[config.mk]
export PLATFORM = sky130hd
export DESIGN_NAME = nn_dot_engine
export DESIGN_NICKNAME = d
export VERILOG_FILES = /design/src/rtl/nn_accel_pkg.sv /design/src/rtl/nn_requant.sv /design/src/rtl/nn_dot_engine.sv
export SDC_FILE = /design/constraint.sdc
export NUM_CORES = 1
export LEC_CHECK = 0
export ABC_CLOCK_PERIOD_IN_PS = 7050
export BUFFER_PORTS_ARGS = -buffer_cell sky130_fd_sc_hd__buf_2
export CORE_MARGIN = 2
export CORE_UTILIZATION = 45
export DETAILED_ROUTE_END_ITERATION = 10
export GPL_ROUTABILITY_DRIVEN = 0
export SLEW_MARGIN = 10
export SYNTH_ARGS = -nofsm -noshare
export SYNTH_HDL_FRONTEND = slang
export SYNTH_SLANG_ARGS = --single-unit
[constraint.sdc]
create_clock -name clk -period 7.05 [get_ports clk]
set_input_delay 0.705 -clock clk [delete_from_list [all_inputs] [get_ports clk]]
set_output_delay 0.705 -clock clk [all_outputs]
set_load 0.01 [all_outputs]
[src/rtl/nn_accel_pkg.sv]
// nn_accel_pkg
// Shared types and constants for the neural-network accelerator datapath.
//   state_t  : engine control states
//   ACT_W    : activation / weight width (INT8)
//   PROD_W   : width of a single lane product
//   INT8_MAX / INT8_MIN : requantised output clamp limits
package nn_accel_pkg;

  typedef enum logic [1:0] {
    IDLE,
    ACCUM,
    QUANT,
    HOLD
  } state_t;

  localparam int ACT_W    = 8;
  localparam int PROD_W   = 16;
  localparam int INT8_MAX = 127;
  localparam int INT8_MIN = -128;

endpackage

[src/rtl/nn_requant.sv]
// nn_requant
// Combinational requantisation of a wide signed accumulator to INT8:
// round-half-up arithmetic right shift, optional ReLU, then saturation.
// Ports:
//   acc     in  ACC_W signed  accumulator value
//   scale   in  5             right-shift amount
//   relu_en in  1             clamp negative results to zero
//   out     out 8 signed      requantised result
//   sat     out 1             result was clipped to INT8 range
module nn_requant
  import nn_accel_pkg::*;
#(
  parameter int ACC_W = 32
) (
  input  logic signed [ACC_W-1:0] acc,
  input  logic        [4:0]       scale,
  input  logic                    relu_en,
  output logic signed [ACT_W-1:0] out,
  output logic                    sat
);

  localparam logic signed [ACC_W:0] MAX_X = (ACC_W+1)'(INT8_MAX);
  localparam logic signed [ACC_W:0] MIN_X = (ACC_W+1)'(INT8_MIN);

  logic signed [ACC_W:0] ext;
  logic signed [ACC_W:0] rnd;
  logic signed [ACC_W:0] r;

  // One extra bit of headroom so adding the rounding constant to a
  // large positive accumulator cannot wrap before the shift.
  always_comb begin
    ext = {acc[ACC_W-1], acc};
    rnd = '0;
    if (scale != 5'd0) begin
      rnd = (ACC_W+1)'(1) << (scale - 5'd1);
    end
    r = (ext + rnd) >>> scale;
    if (relu_en && (r < 0)) begin
      r = '0;
    end
    sat = 1'b0;
    out = r[ACT_W-1:0];
    if (r > MAX_X) begin
      out = ACT_W'(INT8_MAX);
      sat = 1'b1;
    end else if (r < MIN_X) begin
      out = ACT_W'(INT8_MIN);
      sat = 1'b1;
    end
  end

endmodule

[src/rtl/nn_dot_engine.sv]
// nn_dot_engine
// Streaming INT8 dot-product engine. Accepts LANES activation/weight pairs
// per beat over valid/ready, accumulates sparsity-gated products onto a
// bias, requantises to INT8 and offers the result over valid/ready.
// Ports:
//   clk, rst_n            clock, async active-low reset
//   start                 begin a transaction (honoured only in IDLE)
//   num_beats, bias,
//   scale, relu_en        transaction configuration, latched at start
//   in_valid / in_ready   beat handshake; act, wt are packed INT8 lanes
//   out_valid / out_ready result handshake
//   out, out_sat          requantised result and clip flag
//   skip_cnt              zero-activation lanes skipped (saturating)
//   busy                  engine not idle
module nn_dot_engine
  import nn_accel_pkg::*;
#(
  parameter int LANES     = 4,
  parameter int MAX_BEATS = 64,
  parameter int ACC_W     = 32,
  parameter int CNT_W     = $clog2(MAX_BEATS + 1)
) (
  input  logic                     clk,
  input  logic                     rst_n,
  input  logic                     start,
  input  logic [CNT_W-1:0]         num_beats,
  input  logic signed [31:0]       bias,
  input  logic [4:0]               scale,
  input  logic                     relu_en,
  input  logic                     in_valid,
  output logic                     in_ready,
  input  logic [LANES*ACT_W-1:0]   act,
  input  logic [LANES*ACT_W-1:0]   wt,
  output logic                     out_valid,
  input  logic                     out_ready,
  output logic signed [ACT_W-1:0]  out,
  output logic                     out_sat,
  output logic [15:0]              skip_cnt,
  output logic                     busy
);

  state_t state, next_state;

  logic signed [ACC_W-1:0]  acc;
  logic [CNT_W-1:0]         beat_cnt;
  logic [CNT_W-1:0]         num_q;
  logic [4:0]               scale_q;
  logic                     relu_q;

  logic signed [PROD_W-1:0] prod [LANES];
  logic [LANES-1:0]         lane_zero;
  logic signed [ACC_W-1:0]  lane_sum;
  logic [4:0]               skip_beat;
  logic [16:0]              skip_sum;
  logic                     last_beat;
  logic signed [ACT_W-1:0]  rq_out;
  logic                     rq_sat;

  // Zero activations force both multiplier operands to zero so the
  // multiplier does not toggle for skipped lanes.
  for (genvar i = 0; i < LANES; i++) begin : g_lane
    logic signed [ACT_W-1:0] a_i, w_i, a_g, w_g;
    assign a_i          = act[ACT_W*i +: ACT_W];
    assign w_i          = wt[ACT_W*i +: ACT_W];
    assign lane_zero[i] = (a_i == '0);
    assign a_g          = lane_zero[i] ? '0 : a_i;
    assign w_g          = lane_zero[i] ? '0 : w_i;
    assign prod[i]      = PROD_W'(a_g) * PROD_W'(w_g);
  end

  always_comb begin
    lane_sum  = '0;
    skip_beat = '0;
    for (int i = 0; i < LANES; i++) begin
      lane_sum  = lane_sum + ACC_W'(prod[i]);
      skip_beat = skip_beat + 5'(lane_zero[i]);
    end
  end

  assign skip_sum  = {1'b0, skip_cnt} + 17'(skip_beat);
  assign last_beat = ((beat_cnt + CNT_W'(1)) == num_q);

  nn_requant #(.ACC_W(ACC_W)) u_requant (
    .acc     (acc),
    .scale   (scale_q),
    .relu_en (relu_q),
    .out     (rq_out),
    .sat     (rq_sat)
  );

  always_ff @(posedge clk or negedge rst_n) begin
    if (!rst_n) state <= IDLE;
    else        state <= next_state;
  end

  always_comb begin
    next_state = state;
    in_ready   = 1'b0;
    out_valid  = 1'b0;
    busy       = (state != IDLE);
    case (state)
      IDLE: begin
        if (start) next_state = (num_beats == '0) ? QUANT : ACCUM;
      end
      ACCUM: begin
        in_ready = 1'b1;
        if (in_valid && last_beat) next_state = QUANT;
      end
      QUANT: next_state = HOLD;
      HOLD: begin
        out_valid = 1'b1;
        if (out_ready) next_state = IDLE;
      end
      default: next_state = IDLE;
    endcase
  end

  // out, out_sat and skip_cnt are left untouched outside start/ACCUM/QUANT
  // so the last result remains observable until the next transaction.
  always_ff @(posedge clk or negedge rst_n) begin
    if (!rst_n) begin
      acc      <= '0;
      beat_cnt <= '0;
      num_q    <= '0;
      scale_q  <= '0;
      relu_q   <= 1'b0;
      out      <= '0;
      out_sat  <= 1'b0;
      skip_cnt <= '0;
    end else begin
      case (state)
        IDLE: begin
          if (start) begin
            num_q    <= num_beats;
            scale_q  <= scale;
            relu_q   <= relu_en;
            acc      <= ACC_W'(bias);
            beat_cnt <= '0;
            skip_cnt <= '0;
          end
        end
        ACCUM: begin
          if (in_valid) begin
            acc      <= acc + lane_sum;
            beat_cnt <= beat_cnt + CNT_W'(1);
            skip_cnt <= skip_sum[16] ? 16'hFFFF : skip_sum[15:0];
          end
        end
        QUANT: begin
          out     <= rq_out;
          out_sat <= rq_sat;
        end
        default: ;
      endcase
    end
  end

endmodule

==> results of run 1 <==
## cells in the final DEF, fill, tap and decap left out, drive strengths merged, types with 36 or more instances in the layout
cell type / netlist / layout
nand2: 221 / 221
a21oi: 113 / 113
a21o: 44 / 44
inv: 548 / 549
buf: 14 / 416
xor2: 36 / 36
o21ai: 120 / 120
and2: 149 / 149
dfrtp: 79 / 79
xnor2: 44 / 44
ha: 163 / 163
nor2: 143 / 143
fa: 463 / 463
mux2i: 37 / 37
## layer usage
layer | vias up | global-route usage [%]
met5 | - | 0
met3 | 111 | 2.83
met1 | 10035 | 33.7
met2 | 554 | 45.8
li1 | 9151 | -
met4 | 0 | 7.44
## cell families (layout without fill, tap and decap cells)
group	count (synthesis)	after routing	synth area share, %
buffers and inverters	633	983	10.1
xor gates and xnor gates	80	80	2.96
and+or+nand+nor	698	698	14.4
other	1	1	0.0158
DFF	79	79	8.34
muxes	66	66	3.32
AOI/OAI and AO/OA	461	461	13.1
adders and majority gates	626	626	47.7
## timing repair
action | 4_1_cts | 5_1_grt
endpoints found under the hold margin | 0 | 0
resized for setup | 71 | 67
setup endpoints to repair | 22 | 22
pin swaps | 83 | 102
setup buffers | 14 | 20
## Yosys cell counts (all sizes together), types with 11 or more instances
cell type	count	share of area [%]
clkbuf	69	1.1
mux2i	37	1.6
and2	149	3.9
inv	548	8.7
fa	463	39
o221ai	13	0.48
o31ai	11	0.41
a31oi	15	0.46
a22o	13	0.48
xor2	36	1.3
a211oi	21	0.69
a21o	44	1.4
a21oi	113	2.5
and3	25	0.66
or2	21	0.56
mux2	21	1.0
dfrtp	79	8.3
xnor2	44	1.6
nand3	33	0.70
o21ai	120	2.6
buf	14	0.27
o211ai	15	0.48
nor3	33	0.70
nand2b	12	0.32
nor2	143	2.3
o22ai	13	0.34
ha	163	8.6
nor4	16	0.42
nand2	221	3.5
## final timing paths
path	from	endpoint	slack, ns	depth (start not counted)
max	act[14]	acc[24]	-0.94	29
min	rst_n	out[4]	0.48	1
max reg2reg	acc[5]	acc[23]	-0.50	27
min reg2reg	out[7]	out[7]	0.51	1
max in group asynchronous	rst_n	scale_q[0]	5.77	1
min in group clk	out[7]	out[7]	0.51	1
## sequential cells by signal (all words and copies together), names as in the netlist
name / flops
relu_q: 1
scale_q: 5
state: 2
out: 8
acc: 32
num_q: 7
out_sat: 1
beat_cnt: 7
skip_cnt: 16
## cell type report
class	instances	area [um^2]
well taps	688	861
inverters	550	2080
multi-input cells	1932	20100
clock buffers	10	239
fillers	4837	24100
repair buffers	417	3000
clock inverters	6	50.0
flip-flops and latches	79	1980
## metrics by stage
stage	hold WS (ns)	setup TNS, ns	instances	area [um^2]	setup slack (ns)
3_5_place_dp	0.500	-22.92	3633	27100	-1.54
4_1_cts	0.514	-10.41	3663	27800	-0.947
5_1_grt	0.518	-15.73	3682	28300	-1.15
6_report	0.478	-10.99	3682	28300	-0.945
2_1_floorplan	0.409	-8.86	2644	23900	-0.927
3_3_place_gp	0.486	-21.87	3633	27100	-1.48
==> impl_metrics.tcl, run 1 <==
set metrics [dict create \
    cts.sinks 79 \
    diodes 0 \
    routed_wl_um 67000 \
    grt_pass1_vias 21493 \
    dp_hpwl_um 57000 \
    fin_crit_sh_pct 113 \
    highest_layer "met4" \
    cp_max_fo 3 \
    required_ns 7.27 \
    yosysWarnings 0 \
    cp_common_cell "fa_1" \
    cts.path.max_buffers 2 \
    initial_core_util_pct 45.3 \
    violations "setup timing" \
    worst-path-buf-inv 6 \
    viasPerCell 5.39 \
    cts-root-buf "clkbuf_16" \
    critPathKind "primary input to register" \
    dr_wl_met2_um 34100 \
    grt_setup_unrepaired "yes" \
    arrival_ns 8.21 \
    relSlewSlack_pct 25.5 \
    async_flop_share_pct 100 \
    die_h_um 233 \
    slew_violations 0 \
    status "finished, violations left" \
    dr_total_vias 19851 \
    die_x_um 233 \
    postCtsHoldBufs 0 \
    synthFlopType "dfrtp_1" \
    layout.nets 3729 \
    tightest_slew_ns 1.12 \
    syn-mean-instance-area_um2 8.96 \
    fin_ws_ns -0.945 \
    dieArea_um2 54500 \
    ys_ff_latch 79 \
    grt_max_degree 80 \
    grt_pass1_wl_um 111000 \
    synth_edf_count 0 \
    cts_tree "done" \
    yosysUniqueCellTypes 89 \
    area_delta_synth_final_pct 19.2 \
    dr.pass1.iters 6 \
    cp-end-kind "register" \
    port_buffers 141 \
    max_freq_ghz 0.125 \
    fin_util_pct 54.0 \
    antenna_left 0 \
    crit_path_start_kind "primary input" \
    met1Wirelength_um 27700 \
    critPathMaxStageDelay_ns 0.62 \
    drc_errors 0 \
    numCtsBuffers 9 \
    synth_area_um2 23700 \
    syn-num-nets 3384 \
    core_um2 52300 \
    drive_gt1_share_pct 21.1 \
    cts.htree.levels 3 \
    num_io_pins 142 \
    skew_ns 0.0144 \
    first_iter_violations 1290 \
    path_clk_slew_ns 0.08 \
    maxCapViolations 0 \
    period_needed_ns 7.99 \
    wl_met3_um 3240 \
    hold_viol 0 \
    antenna_found_initial 0 \
    clock_latency_ns 0.37 \
    grt_overflow 0 \
    syn-instance-count 2644 \
    track_usage_pct 26.0 \
    synth_seq_area_share_pct 8.34 \
    placementRows 84 \
    min_path_type "primary input to asynchronous set/reset pin" \
    setup_viol 19 \
    wl_per_cell_um 18.2 \
    cp_top_family "adder cells" \
    slowest_stage "fa_2" \
]
Power of run 1 is left out: the tool's default activity adds up to more than one toggle a clock period on the data nets, which glitch-free logic cannot reach.
==> run 2, diff against run 1 <==
--- a/config.mk
+++ b/config.mk
@@ -7,5 +7,4 @@
 export LEC_CHECK = 0
-export ABC_CLOCK_PERIOD_IN_PS = 7050
+export ABC_CLOCK_PERIOD_IN_PS = 8750
 export BUFFER_PORTS_ARGS = -buffer_cell sky130_fd_sc_hd__buf_2
-export CORE_MARGIN = 2
 export CORE_UTILIZATION = 45
==> constraint.sdc (replaced) <==
create_clock -name clk -period 8.75 [get_ports clk]
set_input_delay 0.875 -clock clk [delete_from_list [all_inputs] [get_ports clk]]
set_output_delay 0.875 -clock clk [all_outputs]
set_load 0.1 [all_outputs]
==> run 2 against run 1 <==
- the flow now finishes without violations
- routed wire length down 1.1%
- worst hold slack worse by 0.065 ns
- register-to-register slack improved by 1.5 ns
- die area down 1.7%
- worst setup slack better by 1.2 ns
- critical path depth fell by 1
- non-clock buffer count down 149
- critical path type unchanged
- critical endpoint is now acc[31]
- highest routed layer unchanged
==> impl_metrics.tcl, run 2 (synthesized netlist as in run 1, its figures left out) <==
set metrics [dict create \
    met1Wirelength_um 27900 \
    highest_layer "met4" \
    num_io_pins 142 \
    max_freq_ghz 0.117 \
    grt_overflow 0 \
    status "complete, no violations" \
    cp_common_cell "fa_1" \
    slew_violations 0 \
    critPathKind "primary input to register" \
    fin_crit_sh_pct 97.4 \
    cts_tree "done" \
    dieArea_um2 53600 \
    port_buffers 141 \
    cp_top_family "adder cells" \
    cp-startpoint "act[10]" \
    area_delta_synth_final_pct 11.2 \
    setup_viol 0 \
    cts.path.max_buffers 2 \
    final_common_cell "inv_1" \
    grt_pass1_vias 20689 \
    top_register "acc" \
    dr.pass1.iters 7 \
    core_um2 51700 \
    antenna_found_initial 1 \
    wl_per_cell_um 18.8 \
    grt_max_degree 56 \
    period_needed_ns 8.52 \
    maxCapViolations 0 \
    final_cells 3526 \
    relSlewSlack_pct 18.0 \
    place_ws_ns -0.543 \
    routed_wl_um 66300 \
    largestRegisters "acc: 32 flops, skip_cnt: 16 flops, out: 8 flops" \
    slowest_stage "or4_1" \
    worst-path-buf-inv 4 \
    arrival_ns 8.82 \
    min_path_type "primary input to asynchronous set/reset pin" \
    largest_reg_flops 32 \
    dr_total_vias 19492 \
    cp-end-kind "register" \
    critPathMaxStageDelay_ns 0.59 \
    crit_path_start_kind "primary input" \
    reg2reg_setup_slack_ns 0.95 \
    hold_viol 0 \
    placementRows 83 \
    cp_max_fo 3 \
    drive_gt1_share_pct 13.4 \
    cts.htree.levels 3 \
    rr_startpoint "acc[4]" \
    path_clk_slew_ns 0.07 \
    antenna_left 0 \
    fin_ws_ns 0.227 \
    wl_met3_um 4570 \
    required_ns 9.05 \
    dp_hpwl_um 56800 \
    grt_pass1_wl_um 109000 \
    first_iter_violations 1367 \
    tightest_slew_ns 1.22 \
    cts-root-buf "clkbuf_16" \
    finalSetupTns_ns 0 \
    cts.sinks 79 \
    ff2ff_path_depth 27 \
    viasPerCell 5.53 \
    track_usage_pct 26.0 \
    initial_core_util_pct 45.8 \
    numCtsBuffers 9 \
    skew_ns 0.0161 \
    postCtsHoldBufs 0 \
    layout.nets 3580 \
    die_h_um 231 \
    die_x_um 231 \
    drc_errors 0 \
    dr_wl_met2_um 32200 \
    dp_cells 3507 \
    timing.rr.end "acc[31]" \
    final_cell_mix "547 x inv_1, 460 x fa_1, 217 x nand2_1, 162 x ha_1, 149 x and2_1" \
    clock_latency_ns 0.36 \
]
==> run 2: changes by cell type in the layout (fill, tap and decap cells not counted), moves of 10 or more <==
cell,previous run,this run
ha_4,17,0
o21ai_0,97,107
fa_2,21,3
ha_1,145,162
inv_2,18,1
inv_1,526,547
buf_4,250,123
buf_6,20,1
a21oi_1,91,104
fa_1,442,460
==> run 2: final cells by class <==
cell class,instances,area [um^2]
tap,680,851
multi-input combinational,1932,19400
clock buffer,10,239
sequential,79,1980
inverter,550,2060
timing repair buffer,268,1720
fill,4957,25400
clock inverter,6,72.6
antenna,1,2.50
==> run 2: stage by stage <==
| stage | utilization [%] | hold WS (ns) | instance area [um^2] |
|---|---|---|---|
| 6_report | 51.0 | 0.413 | 26400 |
| 5_1_grt | 51.0 | 0.441 | 26400 |
| 4_1_cts | 50.8 | 0.419 | 26300 |
| 3_5_place_dp | 50.1 | 0.498 | 25900 |
| 3_3_place_gp | 50.1 | 0.486 | 25900 |
| 2_1_floorplan | - | 0.469 | 23700 |
==> run 2: per-layer routing <==
metal,vias to the layer above,track usage (%)
li1,8859,-
met1,9886,35.1
met2,653,44.0
met3,94,3.70
met4,0,6.35
met5,-,0
==> run 2: worst max path at each step <==
stage	slack [ns]	end	cells past startpoint
floorplan	0.1	acc[30]	26
detailed placement	-0.54	acc[30]	28
global placement	-0.51	acc[30]	28
finish	0.23	acc[31]	28
global route	-0.1	acc[31]	28
CTS	0.02	acc[30]	28
==> run 2: timing repair <==
| action | CTS | global route |
|---|---|---|
| pin swaps | 0 | 10 |
| buffers inserted | 0 | 2 |
| setup endpoints to repair | 5 | 10 |
| resized for setup | 3 | 20 |
Power of run 2 is left out for the same reason.
==> run 3, diff against run 2 <==
--- a/config.mk
+++ b/config.mk
@@ -9,2 +9,3 @@
 export BUFFER_PORTS_ARGS = -buffer_cell sky130_fd_sc_hd__buf_2
+export CORE_ASPECT_RATIO = 0.75
 export CORE_UTILIZATION = 45
==> constraint.sdc (replaced) <==
create_clock -name clk -period 8.75 [get_ports clk]
set_input_delay 1.3125 -clock clk [delete_from_list [all_inputs] [get_ports clk]]
set_output_delay 1.3125 -clock clk [all_outputs]
set_load 0.1 [all_outputs]
==> run 3 against run 2 <==
- via count is 2.3% higher
- sequential cell count did not move
- critical path depth rose by 1
- register-to-register slack better by 0.15 ns
- maximum frequency shrank 1.4%
- first-iteration DRC count increased by 28%
- final area rose by 4.1%
- worst hold slack improved by 0.10 ns
- global-route usage increased by 1.3 points
- routed wire length grew 4.7%
- clock skew rose by 0.00083 ns
- non-clock buffer count is 96 higher
- critical path type unchanged
==> impl_metrics.tcl, run 3 (synthesized netlist as in run 1, its figures left out) <==
set metrics [dict create \
    status "complete, no violations" \
    dr.pass1.iters 8 \
    clock_latency_ns 0.39 \
    dp_hpwl_um 59100 \
    cp_common_cell "fa_1" \
    largestRegisters "acc: 32 flops, skip_cnt: 16 flops, out: 8 flops" \
    final_cell_mix "537 x inv_1, 459 x fa_1, 214 x nand2_1, 213 x buf_4, 153 x ha_1" \
    worst-path-buf-inv 5 \
    maxCapViolations 0 \
    antenna_found_initial 1 \
    cts-root-buf "clkbuf_16" \
    cts.htree.levels 3 \
    die_h_um 201 \
    crit_path_start_kind "primary input" \
    slew_violations 0 \
    regArea_um2 1980 \
    grt_setup_unrepaired "yes" \
    placementRows 72 \
    layout.nets 3676 \
    initial_core_util_pct 45.8 \
    viasPerCell 5.47 \
    top_register "acc" \
    drc_errors 0 \
    holdWs_ns 0.515 \
    cts.path.max_buffers 2 \
    timing.rr.end "acc[31]" \
    relSlewSlack_pct 30.8 \
    critPathKind "primary input to register" \
    grt_pass1_vias 20873 \
    cp-startpoint "act[12]" \
    path_depth 29 \
    cp-endpoint "acc[31]" \
    drive_gt1_share_pct 17.7 \
    cts.sinks 79 \
    arrival_ns 8.96 \
    final_common_cell "inv_1" \
    grt_max_degree 54 \
    min_path_type "register to register" \
    reg2reg_setup_slack_ns 1.10 \
    num_io_pins 142 \
    dr_total_vias 19949 \
    period_needed_ns 8.65 \
    die_x_um 267 \
    rr_startpoint "acc[4]" \
    largest_reg_flops 32 \
    area_delta_synth_final_pct 15.7 \
    core_um2 51800 \
    numCtsBuffers 9 \
    grt_pass1_wl_um 115000 \
    skew_ns 0.0169 \
    cp_top_family "adder cells" \
    hold_viol 0 \
    ff2ff_path_depth 27 \
    max_freq_ghz 0.116 \
    cp_max_fo 3 \
    tightest_slew_ns 1.04 \
    grt_overflow 0 \
    fin_crit_sh_pct 98.8 \
    fillers 4771 \
    cts_tree "done" \
    multi_input_area_um2 19700 \
    first_iter_violations 1748 \
    setup_viol 0 \
    track_usage_pct 27.3 \
    routed_wl_um 69400 \
    cp-end-kind "register" \
    wl_per_cell_um 19.0 \
    port_buffers 141 \
    critPathMaxStageDelay_ns 0.57 \
    antenna_left 0 \
    postCtsHoldBufs 0 \
    path_clk_slew_ns 0.08 \
    dieArea_um2 53600 \
    required_ns 9.06 \
    slowest_stage "or4_4" \
]
## run 3: per-layer routing
layer | track usage, % | routed length [um]
met1 | 42.7 | 33200
met4 | 3.74 | 986
met5 | 0 | 0
met2 | 40.0 | 29600
met3 | 5.07 | 5620
## run 3: how the worst min path moves through the flow
stage | startpoint | to | slack [ns] | cells past startpoint
2_1_floorplan | beat_cnt[6] | beat_cnt[6] | 0.47 | 2
3_3_place_gp | beat_cnt[6] | beat_cnt[6] | 0.49 | 2
3_5_place_dp | out[7] | out[7] | 0.50 | 1
4_1_cts | out[7] | out[7] | 0.52 | 1
5_1_grt | beat_cnt[6] | beat_cnt[6] | 0.55 | 2
6_report | out[7] | out[7] | 0.52 | 1
## run 3: what timing repair did
item | in CTS | in global routing
pin swaps | 28 | 87
gates resized for setup | 21 | 50
endpoints found under the hold margin | 0 | 0
setup endpoints to repair | 8 | 11
setup buffers | 4 | 14
## run 3: metrics by stage
| stage | TNS (ns) | instances | worst slack, ns | cell area (um^2) | utilization (%) |
|---|---|---|---|---|---|
| 6_report | 0 | 3645 | 0.102 | 27400 | 52.9 |
| 5_1_grt | -0.417 | 3645 | -0.143 | 27400 | 52.9 |
| 4_1_cts | 0 | 3630 | 0.00273 | 27100 | 52.3 |
| 3_5_place_dp | -5.06 | 3610 | -0.627 | 26700 | 51.5 |
| 3_3_place_gp | -4.46 | 3610 | -0.601 | 26700 | 51.5 |
| 2_1_floorplan | 0 | 2644 | 0.00698 | 23800 | - |
## run 3: cell type report
| type | count | share of cell area, % |
|---|---|---|
| tap | 703 | 3.21 |
| clock buffer | 9 | 0.821 |
| sequential | 79 | 7.21 |
| inverter | 550 | 7.56 |
| timing repair buffer | 364 | 9.05 |
| multi-input combinational | 1932 | 71.9 |
| clock inverter | 7 | 0.228 |
| antenna | 1 | 0.00913 |
Power of run 3 is left out for the same reason.
